<file path="src/rtl/OoO_pkg.sv">
`default_nettype none
// ============================================================================
// Module   : OoO_pkg
// Brief    : Shared sizes and record types for the scoreboard slice.
// Revision : 1.0
// ============================================================================
package OoO_pkg;

    localparam int ScoreboardDepth = 4;
    localparam int WriteBackPorts  = 2;
    localparam int SbIdxW          = $clog2(ScoreboardDepth);
    localparam int SbCntW          = $clog2(ScoreboardDepth + 1);

    typedef struct packed {
        logic [31:0]       pc;
        logic [3:0]        op;
        logic [4:0]        rd;
        logic [4:0]        rs1;
        logic [4:0]        rs2;
        logic [SbIdxW-1:0] idx;
        logic              valid;
        logic [31:0]       result;
    } decoder_t;

    typedef struct packed {
        logic              valid;
        logic [SbIdxW-1:0] idx;
        logic [31:0]       data;
    } wb_port_t;

    typedef struct packed {
        logic [ScoreboardDepth-1:0]     issued;
        decoder_t [ScoreboardDepth-1:0] instr;
        wb_port_t [WriteBackPorts-1:0]  wb;
    } forwarding_t;

    typedef struct packed {
        logic     alloc;
        logic     issued;
        decoder_t instr;
    } sb_entry_t;

endpackage
`default_nettype wire

</file>
<file path="src/rtl/scoreboard_if.sv">
`default_nettype none
// ============================================================================
// Module   : scoreboard_if
// Brief    : Decode, issue, writeback, forwarding and commit bundle.
// Revision : 1.0
// ============================================================================
interface scoreboard_if;
    import OoO_pkg::*;

    decoder_t                                decoded_instr;
    logic                                    decoded_valid;
    logic                                    decoded_ready;
    decoder_t                                issue_instr;
    logic                                    issue_valid;
    logic                                    issue_ready;
    forwarding_t                             fwd;
    logic [WriteBackPorts-1:0][SbIdxW-1:0]   wb_idx;
    logic [WriteBackPorts-1:0][31:0]         wb_data;
    logic [WriteBackPorts-1:0]               wb_valid;
    decoder_t                                commit_instr;
    logic                                    commit_valid;
    logic                                    commit_ack;

    modport master (
        output decoded_instr, decoded_valid, issue_ready,
        output wb_idx, wb_data, wb_valid, commit_ack,
        input  decoded_ready, issue_instr, issue_valid,
        input  fwd, commit_instr, commit_valid
    );

    modport slave (
        input  decoded_instr, decoded_valid, issue_ready,
        input  wb_idx, wb_data, wb_valid, commit_ack,
        output decoded_ready, issue_instr, issue_valid,
        output fwd, commit_instr, commit_valid
    );

endinterface
`default_nettype wire

</file>
<file path="src/rtl/scoreboard.sv">
`default_nettype none
// ============================================================================
// Module   : scoreboard
// Brief    : In-order allocate/issue/commit buffer with writeback collection.
//            Optional SCOREBOARD_WB_BYPASS_EN lets commit see same-cycle writebacks.
// Revision : 1.0
// ============================================================================
module scoreboard
    import OoO_pkg::*;
(
    input  logic          clock,
    input  logic          reset,
    input  logic          flush,
    scoreboard_if.slave   sb
);

    sb_entry_t [ScoreboardDepth-1:0] mem_q, mem_d;
    logic [SbIdxW-1:0] alloc_ptr_q, alloc_ptr_d;
    logic [SbIdxW-1:0] issue_ptr_q, issue_ptr_d;
    logic [SbIdxW-1:0] commit_ptr_q, commit_ptr_d;
    logic [SbCntW-1:0] count_q, count_d;

    logic        alloc_hs, issue_hs, commit_hs;
    logic        byp_hit;
    logic [31:0] byp_data;

    always_comb begin
        mem_d        = mem_q;
        alloc_ptr_d  = alloc_ptr_q;
        issue_ptr_d  = issue_ptr_q;
        commit_ptr_d = commit_ptr_q;
        byp_hit      = 1'b0;
        byp_data     = '0;

        sb.decoded_ready = (count_q != SbCntW'(ScoreboardDepth)) && !flush;
        sb.issue_valid   = mem_q[issue_ptr_q].alloc && !mem_q[issue_ptr_q].issued;
        sb.issue_instr   = mem_q[issue_ptr_q].instr;

`ifdef SCOREBOARD_WB_BYPASS_EN
        // Descending walk so the lowest matching port is the one left standing.
        for (int p = WriteBackPorts - 1; p >= 0; p--) begin
            if (sb.wb_valid[p] && (sb.wb_idx[p] == commit_ptr_q)) begin
                byp_hit  = 1'b1;
                byp_data = sb.wb_data[p];
            end
        end
`endif

        sb.commit_instr = mem_q[commit_ptr_q].instr;
        sb.commit_valid = mem_q[commit_ptr_q].issued &&
                          (mem_q[commit_ptr_q].instr.valid || byp_hit);
        if (byp_hit && mem_q[commit_ptr_q].issued) begin
            sb.commit_instr.result = byp_data;
            sb.commit_instr.valid  = 1'b1;
        end

        alloc_hs  = sb.decoded_valid && sb.decoded_ready;
        issue_hs  = sb.issue_valid && sb.issue_ready;
        commit_hs = sb.commit_valid && sb.commit_ack;

        if (alloc_hs) begin
            mem_d[alloc_ptr_q].alloc       = 1'b1;
            mem_d[alloc_ptr_q].issued      = 1'b0;
            mem_d[alloc_ptr_q].instr       = sb.decoded_instr;
            mem_d[alloc_ptr_q].instr.idx   = alloc_ptr_q;
            mem_d[alloc_ptr_q].instr.valid = 1'b0;
            alloc_ptr_d = alloc_ptr_q + SbIdxW'(1);
        end

        if (issue_hs) begin
            mem_d[issue_ptr_q].issued = 1'b1;
            issue_ptr_d = issue_ptr_q + SbIdxW'(1);
        end

        // Lowest port index wins a same-slot collision by writing last.
        for (int p = WriteBackPorts - 1; p >= 0; p--) begin
            if (sb.wb_valid[p] && mem_q[sb.wb_idx[p]].issued) begin
                mem_d[sb.wb_idx[p]].instr.result = sb.wb_data[p];
                mem_d[sb.wb_idx[p]].instr.valid  = 1'b1;
            end
        end

        if (commit_hs) begin
`ifdef SCOREBOARD_WB_BYPASS_EN
            if (byp_hit) begin
                mem_d[commit_ptr_q].instr = mem_q[commit_ptr_q].instr;
            end
`endif
            mem_d[commit_ptr_q].alloc  = 1'b0;
            mem_d[commit_ptr_q].issued = 1'b0;
            commit_ptr_d = commit_ptr_q + SbIdxW'(1);
        end

        count_d = count_q + SbCntW'(alloc_hs) - SbCntW'(commit_hs);

        if (flush) begin
            mem_d        = '0;
            alloc_ptr_d  = '0;
            issue_ptr_d  = '0;
            commit_ptr_d = '0;
            count_d      = '0;
        end

        for (int s = 0; s < ScoreboardDepth; s++) begin
            sb.fwd.issued[s] = mem_q[s].issued;
            sb.fwd.instr[s]  = mem_q[s].instr;
        end
        for (int p = 0; p < WriteBackPorts; p++) begin
            sb.fwd.wb[p].valid = sb.wb_valid[p];
            sb.fwd.wb[p].idx   = sb.wb_idx[p];
            sb.fwd.wb[p].data  = sb.wb_data[p];
        end
    end

    always_ff @(posedge clock) begin
        if (reset) begin
            mem_q        <= '0;
            alloc_ptr_q  <= '0;
            issue_ptr_q  <= '0;
            commit_ptr_q <= '0;
            count_q      <= '0;
        end else begin
            mem_q        <= mem_d;
            alloc_ptr_q  <= alloc_ptr_d;
            issue_ptr_q  <= issue_ptr_d;
            commit_ptr_q <= commit_ptr_d;
            count_q      <= count_d;
        end
    end

endmodule
`default_nettype wire

</file>
<file path="src/flat_wrapper.sv">
// flat-port wrapper written by rule: the top's interface ports become plain ports
module scoreboard_flat import OoO_pkg::*;
  (clock, reset, flush, sb_decoded_instr, sb_decoded_valid, sb_issue_ready, sb_wb_idx, sb_wb_data, sb_wb_valid, sb_commit_ack, sb_decoded_ready, sb_issue_instr, sb_issue_valid, sb_fwd, sb_commit_instr, sb_commit_valid);
  scoreboard_if sb_i ();
  input  logic clock;
  input  logic reset;
  input  logic flush;
  input wire logic [$bits(sb_i.decoded_instr)-1:0] sb_decoded_instr;
  input wire logic [$bits(sb_i.decoded_valid)-1:0] sb_decoded_valid;
  input wire logic [$bits(sb_i.issue_ready)-1:0] sb_issue_ready;
  input wire logic [$bits(sb_i.wb_idx)-1:0] sb_wb_idx;
  input wire logic [$bits(sb_i.wb_data)-1:0] sb_wb_data;
  input wire logic [$bits(sb_i.wb_valid)-1:0] sb_wb_valid;
  input wire logic [$bits(sb_i.commit_ack)-1:0] sb_commit_ack;
  output wire logic [$bits(sb_i.decoded_ready)-1:0] sb_decoded_ready;
  output wire logic [$bits(sb_i.issue_instr)-1:0] sb_issue_instr;
  output wire logic [$bits(sb_i.issue_valid)-1:0] sb_issue_valid;
  output wire logic [$bits(sb_i.fwd)-1:0] sb_fwd;
  output wire logic [$bits(sb_i.commit_instr)-1:0] sb_commit_instr;
  output wire logic [$bits(sb_i.commit_valid)-1:0] sb_commit_valid;
  assign sb_i.decoded_instr = sb_decoded_instr;
  assign sb_i.decoded_valid = sb_decoded_valid;
  assign sb_i.issue_ready = sb_issue_ready;
  assign sb_i.wb_idx = sb_wb_idx;
  assign sb_i.wb_data = sb_wb_data;
  assign sb_i.wb_valid = sb_wb_valid;
  assign sb_i.commit_ack = sb_commit_ack;
  assign sb_decoded_ready = sb_i.decoded_ready;
  assign sb_issue_instr = sb_i.issue_instr;
  assign sb_issue_valid = sb_i.issue_valid;
  assign sb_fwd = sb_i.fwd;
  assign sb_commit_instr = sb_i.commit_instr;
  assign sb_commit_valid = sb_i.commit_valid;
  scoreboard u_core (.clock(clock), .reset(reset), .flush(flush), .sb(sb_i));
endmodule
</file>
<file path="config.mk">
export PLATFORM = sky130hd
export DESIGN_NAME = scoreboard_flat
export DESIGN_NICKNAME = d
export VERILOG_FILES = /design/src/rtl/OoO_pkg.sv /design/src/rtl/scoreboard_if.sv /design/src/rtl/scoreboard.sv /design/src/flat_wrapper.sv
export SDC_FILE = /design/constraint.sdc
export NUM_CORES = 1
export LEC_CHECK = 0
export BUFFER_PORTS_ARGS = -buffer_cell sky130_fd_sc_hd__clkbuf_2
export CAP_MARGIN = 20
export CORE_AREA = 2 2 298 300
export CTS_CLUSTER_DIAMETER = 200
export DETAILED_ROUTE_END_ITERATION = 7
export DIE_AREA = 0 0 300 302
export PLACE_DENSITY = 0.47
export SYNTH_ARGS = -nofsm -noshare
export SYNTH_HDL_FRONTEND = slang
export SYNTH_SLANG_ARGS = --single-unit
</file>
<file path="constraint.sdc">
create_clock -name clock -period 3.8 [get_ports clock]
set_input_delay 0.57 -clock clock [delete_from_list [all_inputs] [get_ports clock]]
set_output_delay 0.57 -clock clock [all_outputs]
set_load 0.005 [all_outputs]
</file>
==> flow_summary_export.csv, run 1 <==
group,metric,value,unit
place,post-place-ws,1.05,ns
setup_path,crit_path_start_kind,"flop",
power,power.density_cell_area,348,nW/um^2
yosys,syn_avg_cell_area,10.1,um^2
power,ir_worst_vdd,0.000251,V
setup_path,crit_path_max_incr_delay,0.81,ns
yosys,yosys_register_bits,361,
clock_tree,cts.sink_count,361,
die,floorplan.die_area,90600,um^2
yosys,mappedNetlistArea,21600,um^2
sta,tightest_slew,1.14,ns
sta,worst_clock_skew,0.0246,ns
die,design.core.area,87600,um^2
clock_tree,max-clock-path-buffers,3,
die,floorplan.initialDensity,24.7,%
grt,use_met3,4.17,%
clock_tree,h-tree-depth,2,
route,vias,17900,
setup_path,critical_path_peak_fanout,28,
grt,use_met2,31.1,%
setup_path,crit_chain,"buf_12, mux4_2, clkbuf_2",
die,dieHeight,302,um
route,drt-total-wl,86000,um
sta,achievable-frequency,329,MHz
sta,period_needed,3.04,ns
clock_tree,clk_pin_slew_worst_paths,0.07,ns
setup_path,timing.critical_path.required,3.23,ns
grt,top_usage_layer,"met2",
yosys,synth.top_cells.by_area,"sky130_fd_sc_hd__dfxtp_1 (33%), sky130_fd_sc_hd__mux4_2 (18%), sky130_fd_sc_hd__buf_4 (15%), sky130_fd_sc_hd__o221a_1 (8.3%), sky130_fd_sc_hd__nand2_1 (7.6%)",
sta,post-route-period-util,79.9,%
power,total_power,8.63,mW
sta,timing.max_slew.rel_slack,23.7,%
layout,mostFrequentLayoutCell,"sky130_fd_sc_hd__clkbuf_2",
clock_tree,cts_made_buffers,43,
route,post-route-drc-count,0,
grt,global_route.overflow_total,0,
sta,rsz0062_at_grt,"false",
layout,final-instance-count-excl-fill,3597,
clock_tree,cts_root_buffer_type,"sky130_fd_sc_hd__clkbuf_16",
yosys,synth-warning-count,0,
place,place.detailed.instances,3511,
min_path,holdCritPathClass,"in2reg",
sta,timing.hold.ws,0.264,ns
yosys,synth_edf_count,0,
route,antenna_left,0,
clock_tree,clock_latency,0.57,ns
route,drt_first_pass_iters,5,
grt,grt_pass1_wl,123000,um
yosys,synth_top_cell_by_area,"sky130_fd_sc_hd__dfxtp_1",
job,cap_viol_max_count,0,
grt,grt_antenna_before_repair,14,
place,detailed_place_hpwl,57600,um
yosys,synthesis.nets,2322,
setup_path,crit_family,"flip-flops",
grt,groute.layer.met1.usage,22.1,%
route,drt_first_iter_violations,1088,
sta,timing.final.max_slew_violations,0,
route,drt-wirelength-per-cell,23.9,um
sta,final_hold_viol_count,0,
place,buffer_ports.inserted,751,
setup_path,end_kind,"output port",
yosys,synthDistinctLibCells,43,
clock_tree,cts_setup_buffers,0,
grt,grtUsageTotal,18.0,%
layout,finalNetCount,2568,
yosys,synth_async_sr_flop_share,0,%
status,run_status,"completed",
clock_tree,post_cts.resized_instances,0,
grt,grt_pass1_vias,17400,
setup_path,buf_inv_stages_crit_path,2,
die,placement_rows,109,
layout,syn_to_final_growth,14.6,%
setup_path,crit_type,"reg2out",
power,leakage,9.58,nW
yosys,synth-main-ff-cell,"sky130_fd_sc_hd__dfxtp_1",
clock_tree,cts.hold.buffers_added,0,
layout,post_route_cells_drive_above_1_share,48.3,%
yosys,synth_sequential_area_ratio,33.4,%
layout,final_cell_mix,"sky130_fd_sc_hd__clkbuf_2 (751), sky130_fd_sc_hd__nand2_1 (432), sky130_fd_sc_hd__dfxtp_1 (357), sky130_fd_sc_hd__a21oi_1 (219), sky130_fd_sc_hd__mux4_2 (174)",
layout,total_area_of_sequential_cells,7240,um^2
route,detail_route.vias_per_cell,4.97,
sta,fin_setup_tns,0,ns
clock_tree,clock_tree_from_tritoncts,"done",
yosys,syn_inst,2145,
sta,setup_ws,0.763,ns
setup_path,worst_path_max_delay_cell,"sky130_fd_sc_hd__dfxtp_4",
layout,area_of_the_multi_input_gates,10400,um^2
die,die_width,300,um
grt,pin_count_of_the_biggest_net_entering_global_routing,91,
setup_path,arrival,2.47,ns
die,io-pin-count,755,
sta,setup_viol,0,
yosys,synth_largest_type_area_fraction,33.4,%
place,gp_congestion,0.831,
layout,num-fill-cells,9327,
## metrics by stage
stage,instance area [um^2],utilization (%)
floorplan,21600,-
global placement,23400,26.7
detailed placement,23400,26.7
CTS,24700,28.2
global route,24800,28.3
finish,24800,28.3
## power by group
group	total, mW	internal (mW)	switching [mW]
sequential	3.85	3.81	0.0393
clock	4.08	2.37	1.71
combinational	0.689	0.298	0.391
total	8.63	6.48	2.14
## cell families after synthesis
kind of cell               Yosys count  synth area share, %
AOI/OAI and AO/OA                  495                 19.1
adders and majority gates           15                0.903
muxes                              178                 18.3
and+or+nand+nor                    486                 9.30
DFF                                361                 33.4
xor gates and xnor gates             3                0.122
buffers and inverters              607                 18.8
## Yosys cell counts, types with 6 or more instances
cell and number:
sky130_fd_sc_hd__buf_4 420, sky130_fd_sc_hd__buf_6 16, sky130_fd_sc_hd__nand3_1 6, sky130_fd_sc_hd__o221a_1 160
sky130_fd_sc_hd__dfxtp_1 361, sky130_fd_sc_hd__inv_1 9, sky130_fd_sc_hd__o221a_2 96, sky130_fd_sc_hd__mux4_2 174
sky130_fd_sc_hd__buf_2 67, sky130_fd_sc_hd__clkbuf_1 85, sky130_fd_sc_hd__and2_1 9, sky130_fd_sc_hd__nand2_1 436
sky130_fd_sc_hd__buf_1 9, sky130_fd_sc_hd__ha_1 14, sky130_fd_sc_hd__a21oi_1 219
## worst paths after layout
path / startpoint / to / slack, ns / cells after the start
setup / recovery: u_core.issue_ptr_q[0]$_SDFFE_PP0N_ / sb_issue_instr[76] / 0.76 / 3
hold / removal: sb_decoded_instr[42] / flop / 0.26 / 3
setup reg to reg: u_core.sb.fwd[415]$_SDFF_PP0_ / u_core.count_q[2]$_SDFF_PP0_ / 1.06 / 11
hold reg to reg: flop / flop / 0.48 / 2
## worst min-delay path, cell delays in order
cell and delay, ns:
sky130_fd_sc_hd__clkbuf_2 0.11, sky130_fd_sc_hd__nand2_1 0.06, sky130_fd_sc_hd__a21oi_1 0.05
## metal layers
layer	wire length, um	part of all wire, %
met1	34400	40
met4	2520	2.9
met2	42500	49
met3	6590	7.7
met5	0	0
## cell type report
type                    instances  share of cell area [%]
clock inverters                12                   0.445
flip-flops and latches        361                    29.3
repair buffers                798                    17.1
clock buffers                  63                    5.10
well taps                    1165                    5.89
multi-input cells            1177                    41.9
inverters                      10                   0.152
diodes                         11                   0.111
No activity file was read; power rests on OpenSTA's default activity.
==> inputs of run 2 (changes only) <==
--- a/config.mk
+++ b/config.mk
@@ -11,7 +11,7 @@
 export CTS_CLUSTER_DIAMETER = 200
 export DETAILED_ROUTE_END_ITERATION = 7
 export DIE_AREA = 0 0 300 302
-export PLACE_DENSITY = 0.47
+export PLACE_DENSITY = 0.49
 export SYNTH_ARGS = -nofsm -noshare
 export SYNTH_HDL_FRONTEND = slang
 export SYNTH_SLANG_ARGS = --single-unit
==> constraint.sdc (replaced) <==
create_clock -name clock -period 2.7 [get_ports clock]
set_input_delay 0.405 -clock clock [delete_from_list [all_inputs] [get_ports clock]]
set_output_delay 0.405 -clock clock [all_outputs]
set_load 0.005 [all_outputs]
==> flow_summary_export.csv, run 2 (synthesis gave the netlist of run 1 again) <==
group,metric,value,unit
power,power.sequential.fraction,43.8,%
layout,syn_to_final_growth,16.3,%
route,post-route-drc-count,0,
die,floorplan.initialDensity,24.7,%
clock_tree,clk_pin_slew_worst_paths,0.06,ns
power,total_power,12.4,mW
power,power_report.internal_total,9.39,mW
die,dieHeight,302,um
route,detail_route.vias_per_cell,4.98,
setup_path,crit_type,"reg2out",
setup_path,timing.critical_path.required,2.30,ns
setup_path,arrival,2.21,ns
die,floorplan.die_area,90600,um^2
clock_tree,cts_made_buffers,42,
sta,worst_clock_skew,0.0208,ns
layout,finish.instance_area,25100,um^2
power,leakage,9.77,nW
place,place.detailed.instances,3529,
route,antenna_left,0,
die,placement_rows,109,
place,gp_congestion,0.831,
power,total_switching_power,2.99,mW
power,ir_worst_vdd,0.000349,V
clock_tree,max-clock-path-buffers,3,
route,drt_first_pass_iters,5,
sta,fin_setup_tns,0,ns
power,p_clk_share,48.4,%
die,design.core.area,87600,um^2
place,placed_instance_area,23600,um^2
clock_tree,clock_latency,0.56,ns
sta,tightest_slew,0.807,ns
layout,post_route_cells_drive_above_1_share,48.8,%
grt,grt_pass1_vias,17400,
sta,final_hold_viol_count,0,
sta,post-route-period-util,96.9,%
sta,rsz0062_at_grt,"true",
setup_path,crit_path_start_kind,"flop",
layout,mostFrequentLayoutCell,"sky130_fd_sc_hd__clkbuf_2",
clock_tree,cts_root_buffer_type,"sky130_fd_sc_hd__clkbuf_16",
grt,global_route.overflow_total,0,
clock_tree,h-tree-depth,2,
layout,finalNetCount,2587,
power,power.density_cell_area,493,nW/um^2
status,run_status,"completed",
layout,num-fill-cells,9366,
sta,achievable-frequency,382,MHz
min_path,holdCritPathClass,"in2reg",
die,die_width,300,um
layout,final-instance-count-excl-fill,3612,
grt,grt_antenna_before_repair,7,
route,drt-wirelength-per-cell,23.1,um
grt,grtUsageTotal,17.3,%
power,pwr-share-comb,7.8,%
sta,period_needed,2.62,ns
layout,final_cell_mix,"sky130_fd_sc_hd__clkbuf_2 (751), sky130_fd_sc_hd__nand2_1 (432), sky130_fd_sc_hd__dfxtp_1 (357), sky130_fd_sc_hd__a21oi_1 (219), sky130_fd_sc_hd__mux4_2 (174)",
die,io-pin-count,755,
route,drt_first_iter_violations,1124,
clock_tree,clock_tree_from_tritoncts,"done",
place,buffer_ports.inserted,751,
route,vias,18000,
clock_tree,cts_setup_buffers,0,
grt,grt_pass1_wl,119000,um
job,cap_viol_max_count,0,
power,switching_share,24.2,%
sta,timing.final.max_slew_violations,0,
route,drt-total-wl,83400,um
clock_tree,cts.sink_count,361,
setup_path,end_kind,"output port",
setup_path,critical_path_peak_fanout,44,
place,detailed_place_hpwl,56900,um
sta,setup_viol,0,
sta,timing.hold.ws,0.104,ns
grt,pin_count_of_the_biggest_net_entering_global_routing,91,
sta,timing.max_slew.rel_slack,46.2,%
[run 2: routing by layer]
layer	share of wire, %	wire [um]	vias up	track usage, %
met5	0.016	13	-	0
met4	4.1	3430	2	7.55
met3	7.5	6270	164	3.52
met2	49	41200	893	30.2
met1	39	32500	8855	20.5
li1	-	-	8064	-
[run 2: final cells by class]
type / count / area, um^2 / area share, %
Multi-Input combinational cell: 1177 / 10400 / 41.3
Sequential cell: 361 / 7240 / 28.8
Timing Repair Buffer: 818 / 4560 / 18.1
Tap cell: 1165 / 1460 / 5.80
Clock buffer: 61 / 1210 / 4.83
Clock inverter: 13 / 213 / 0.847
Inverter: 10 / 40.0 / 0.159
Antenna cell: 7 / 17.5 / 0.0697
[run 2: repair_timing]
action,4_1_cts,5_1_grt
hold buffers,0,0
cloned,1,1
gates resized for setup,2,0
setup endpoints to repair,78,15
[run 2: power by group through the flow]
| stage | Clock [mW] | Sequential, mW | Combinational (mW) |
|---|---|---|---|
| 2_1_floorplan | 0 | 5.52 | 0.550 |
| 3_3_place_gp | 0 | 5.54 | 0.971 |
| 3_5_place_dp | 0 | 5.54 | 0.973 |
| 4_1_cts | 6.18 | 5.42 | 0.975 |
| 5_1_grt | 6.37 | 5.42 | 1.05 |
| 6_report | 6.00 | 5.42 | 0.966 |
[run 2: path summary, 6_finish.rpt]
path,start,endpoint,slack (ns),cells past startpoint
setup reg to reg,u_core.sb.fwd[274]$_SDFF_PP0_,u_core.count_q[2]$_SDFF_PP0_,0.18,11
hold / removal,sb_decoded_instr[73],flop,0.10,3
setup / recovery,u_core.commit_ptr_q[0]$_SDFFE_PP0N_,sb_commit_instr[66],0.08,3
hold reg to reg,flop,flop,0.48,2
[run 2: metrics by stage]
stage,utilization [%],setup WS [ns]
CTS,28.6,0.00330
global route,28.7,-0.0179
floorplan,-,0.0219
finish,28.7,0.0833
detailed placement,27.0,0.163
global placement,27.0,0.134
[run 2: critical path, stage by stage (launching register included)]
cell and delay [ns]:
sky130_fd_sc_hd__dfxtp_4 0.41, sky130_fd_sc_hd__bufbuf_16 0.49, sky130_fd_sc_hd__mux4_2 0.56, sky130_fd_sc_hd__clkbuf_2 0.12
==> inputs of run 3 (changes only) <==
--- a/config.mk
+++ b/config.mk
@@ -12,6 +12,7 @@
 export DETAILED_ROUTE_END_ITERATION = 7
 export DIE_AREA = 0 0 300 302
 export PLACE_DENSITY = 0.49
+export SETUP_SLACK_MARGIN = 0.5
 export SYNTH_ARGS = -nofsm -noshare
 export SYNTH_HDL_FRONTEND = slang
 export SYNTH_SLANG_ARGS = --single-unit
==> flow_summary_export.csv, run 3 (synthesis gave the netlist of run 1 again) <==
group,metric,value,unit
route,drt_first_iter_violations,1208,
place,buffer_ports.inserted,751,
layout,syn_to_final_growth,24.2,%
setup_path,critical-path-top-cell-by-count,"sky130_fd_sc_hd__buf_12",
sta,timing.hold.ws,0.105,ns
sta,achievable-frequency,402,MHz
sta,rsz0062_at_grt,"true",
setup_path,worst_path_max_delay_cell,"sky130_fd_sc_hd__mux4_2",
sta,period_needed,2.49,ns
place,gp_congestion,0.860,
layout,final_cell_mix,"sky130_fd_sc_hd__clkbuf_2 (739), sky130_fd_sc_hd__nand2_1 (432), sky130_fd_sc_hd__dfxtp_1 (356), sky130_fd_sc_hd__a21oi_1 (219), sky130_fd_sc_hd__mux4_2 (174)",
clock_tree,cts_made_buffers,42,
layout,finalNetCount,2671,
grt,pin_count_of_the_biggest_net_entering_global_routing,56,
status,run_status,"completed",
job,cap_viol_max_count,0,
setup_path,worstRegToRegCells,12,
clock_tree,max-clock-path-buffers,3,
power,power_report.internal_total,9.59,mW
layout,num-fill-cells,9237,
setup_path,crit_type,"reg2out",
die,die_width,300,um
clock_tree,clock_latency,0.56,ns
grt,grt_pass1_wl,127000,um
power,total_switching_power,3.01,mW
grt,grt_pass1_vias,17800,
route,vias,18700,
route,drt-wirelength-per-cell,25.3,um
sta,final_hold_viol_count,0,
sta,timing.final.max_slew_violations,0,
setup_path,arrival,2.08,ns
min_path,min_delay_path_depth,3,
sta,fin_setup_tns,0,ns
route,post-route-drc-count,0,
power,total_power,12.6,mW
route,antenna_left,0,
layout,mostFrequentLayoutCell,"sky130_fd_sc_hd__clkbuf_2",
sta,timing.max_slew.rel_slack,51.4,%
power,ir_worst_vdd,0.000339,V
die,floorplan.die_area,90600,um^2
setup_path,crit_path_start_kind,"flop",
setup_path,critical_path_peak_fanout,9,
grt,global_route.overflow_total,0,
clock_tree,cts.hold.buffers_added,0,
setup_path,r2r_setup_slack,0.23,ns
clock_tree,clock_tree_from_tritoncts,"done",
power,pwr-share-comb,8.1,%
power,power.density_cell_area,469,nW/um^2
setup_path,timing.critical_path.required,2.30,ns
power,switching_share,23.9,%
setup_path,end_kind,"output port",
grt,grtUsageTotal,18.8,%
die,dieHeight,302,um
clock_tree,cts.sink_count,361,
layout,post_route_cells_drive_above_1_share,50.7,%
min_path,holdCritPathClass,"in2reg",
route,drt-total-wl,93700,um
sta,worst_clock_skew,0.0113,ns
clock_tree,h-tree-depth,2,
sta,setup_viol,0,
setup_path,crit_path_max_incr_delay,0.50,ns
power,power.sequential.fraction,43.0,%
route,drt_first_pass_iters,5,
clock_tree,cts_root_buffer_type,"sky130_fd_sc_hd__clkbuf_16",
sta,tightest_slew,0.729,ns
route,detail_route.vias_per_cell,5.06,
clock_tree,clk_pin_slew_worst_paths,0.06,ns
die,design.core.area,87600,um^2
setup_path,crit_chain,"buf_12, buf_12, buf_16, mux4_2, clkbuf_2",
die,io-pin-count,755,
power,p_clk_share,48.9,%
die,placement_rows,109,
power,leakage,10.5,nW
sta,post-route-period-util,92.0,%
grt,grt_antenna_before_repair,8,
place,detailed_place_hpwl,55600,um
die,floorplan.initialDensity,24.7,%
==> run 3: cell count changes in the layout (fill, tap and decap cells not counted), sizes merged <==
| cell | previous run | this run |
|---|---|---|
| buf | 65 | 149 |
| bufbuf | 1 | 4 |
| clkbuf | 813 | 815 |
| clkinv | 6 | 4 |
| diode | 7 | 8 |
| inv | 12 | 11 |
==> run 3: critical path: cells and delay by family (launching register included) <==
kind,cells,cell delay [ns]
flip-flops,1,0.38
multiplexers,1,0.50
buffers and inverters,4,0.61
==> run 3: layout make-up <==
type / instances / area, um^2 / area share (%)
diodes: 8 / 20.0 / 0.0746
clock buffers: 66 / 1290 / 4.82
clock inverters: 10 / 194 / 0.723
multi-input cells: 1177 / 10400 / 38.8
flip-flops and latches: 361 / 7240 / 27.0
repair buffers: 902 / 6170 / 23.0
well taps: 1165 / 1460 / 5.43
inverters: 10 / 52.6 / 0.196
==> run 3: per-stage QoR <==
step | utilization, % | setup slack (ns) | cell area, um^2 | instances
floorplan | - | 0.156 | 21600 | 2145
global placement | 27.0 | 0.214 | 23700 | 3531
detailed placement | 27.0 | 0.246 | 23700 | 3531
CTS | 29.8 | 0.187 | 26100 | 3655
global route | 30.6 | 0.120 | 26800 | 3697
finish | 30.7 | 0.215 | 26800 | 3699
==> run 3: final timing paths <==
check                                      startpoint                      endpoint
hold reg to reg                                  flop                          flop
setup reg to reg  u_core.commit_ptr_q[0]$_SDFFE_PP0N_  u_core.count_q[2]$_SDFF_PP0_
hold / removal                   sb_decoded_instr[68]                          flop
setup / recovery  u_core.commit_ptr_q[0]$_SDFFE_PP0N_           sb_commit_instr[69]
==> run 3: power groups by stage <==
stage	clock network (mW)	logic (mW)	registers (mW)
floorplan	0	0.552	5.52
global placement	0	0.978	5.53
detailed placement	0	0.977	5.53
CTS	6.31	0.991	5.41
global route	6.54	1.09	5.42
finish	6.17	1.02	5.41
==> run 3: routing by layer <==
| layer | part of all wire, % | vias to the layer above | GRT usage, % |
|---|---|---|---|
| met4 | 4.3 | 0 | 7.96 |
| met5 | 0 | - | 0 |
| met3 | 7.8 | 177 | 4.25 |
| li1 | - | 8224 | - |
| met1 | 40 | 9370 | 23.1 |
| met2 | 48 | 955 | 31.8 |
==> run 3: what timing repair did <==
item                                    in CTS  in global routing
pin swaps                                    2                  2
setup buffers                               30                 26
gates resized for setup                     41                 53
gates cloned                                18                 10
endpoints found under the setup margin     231                205
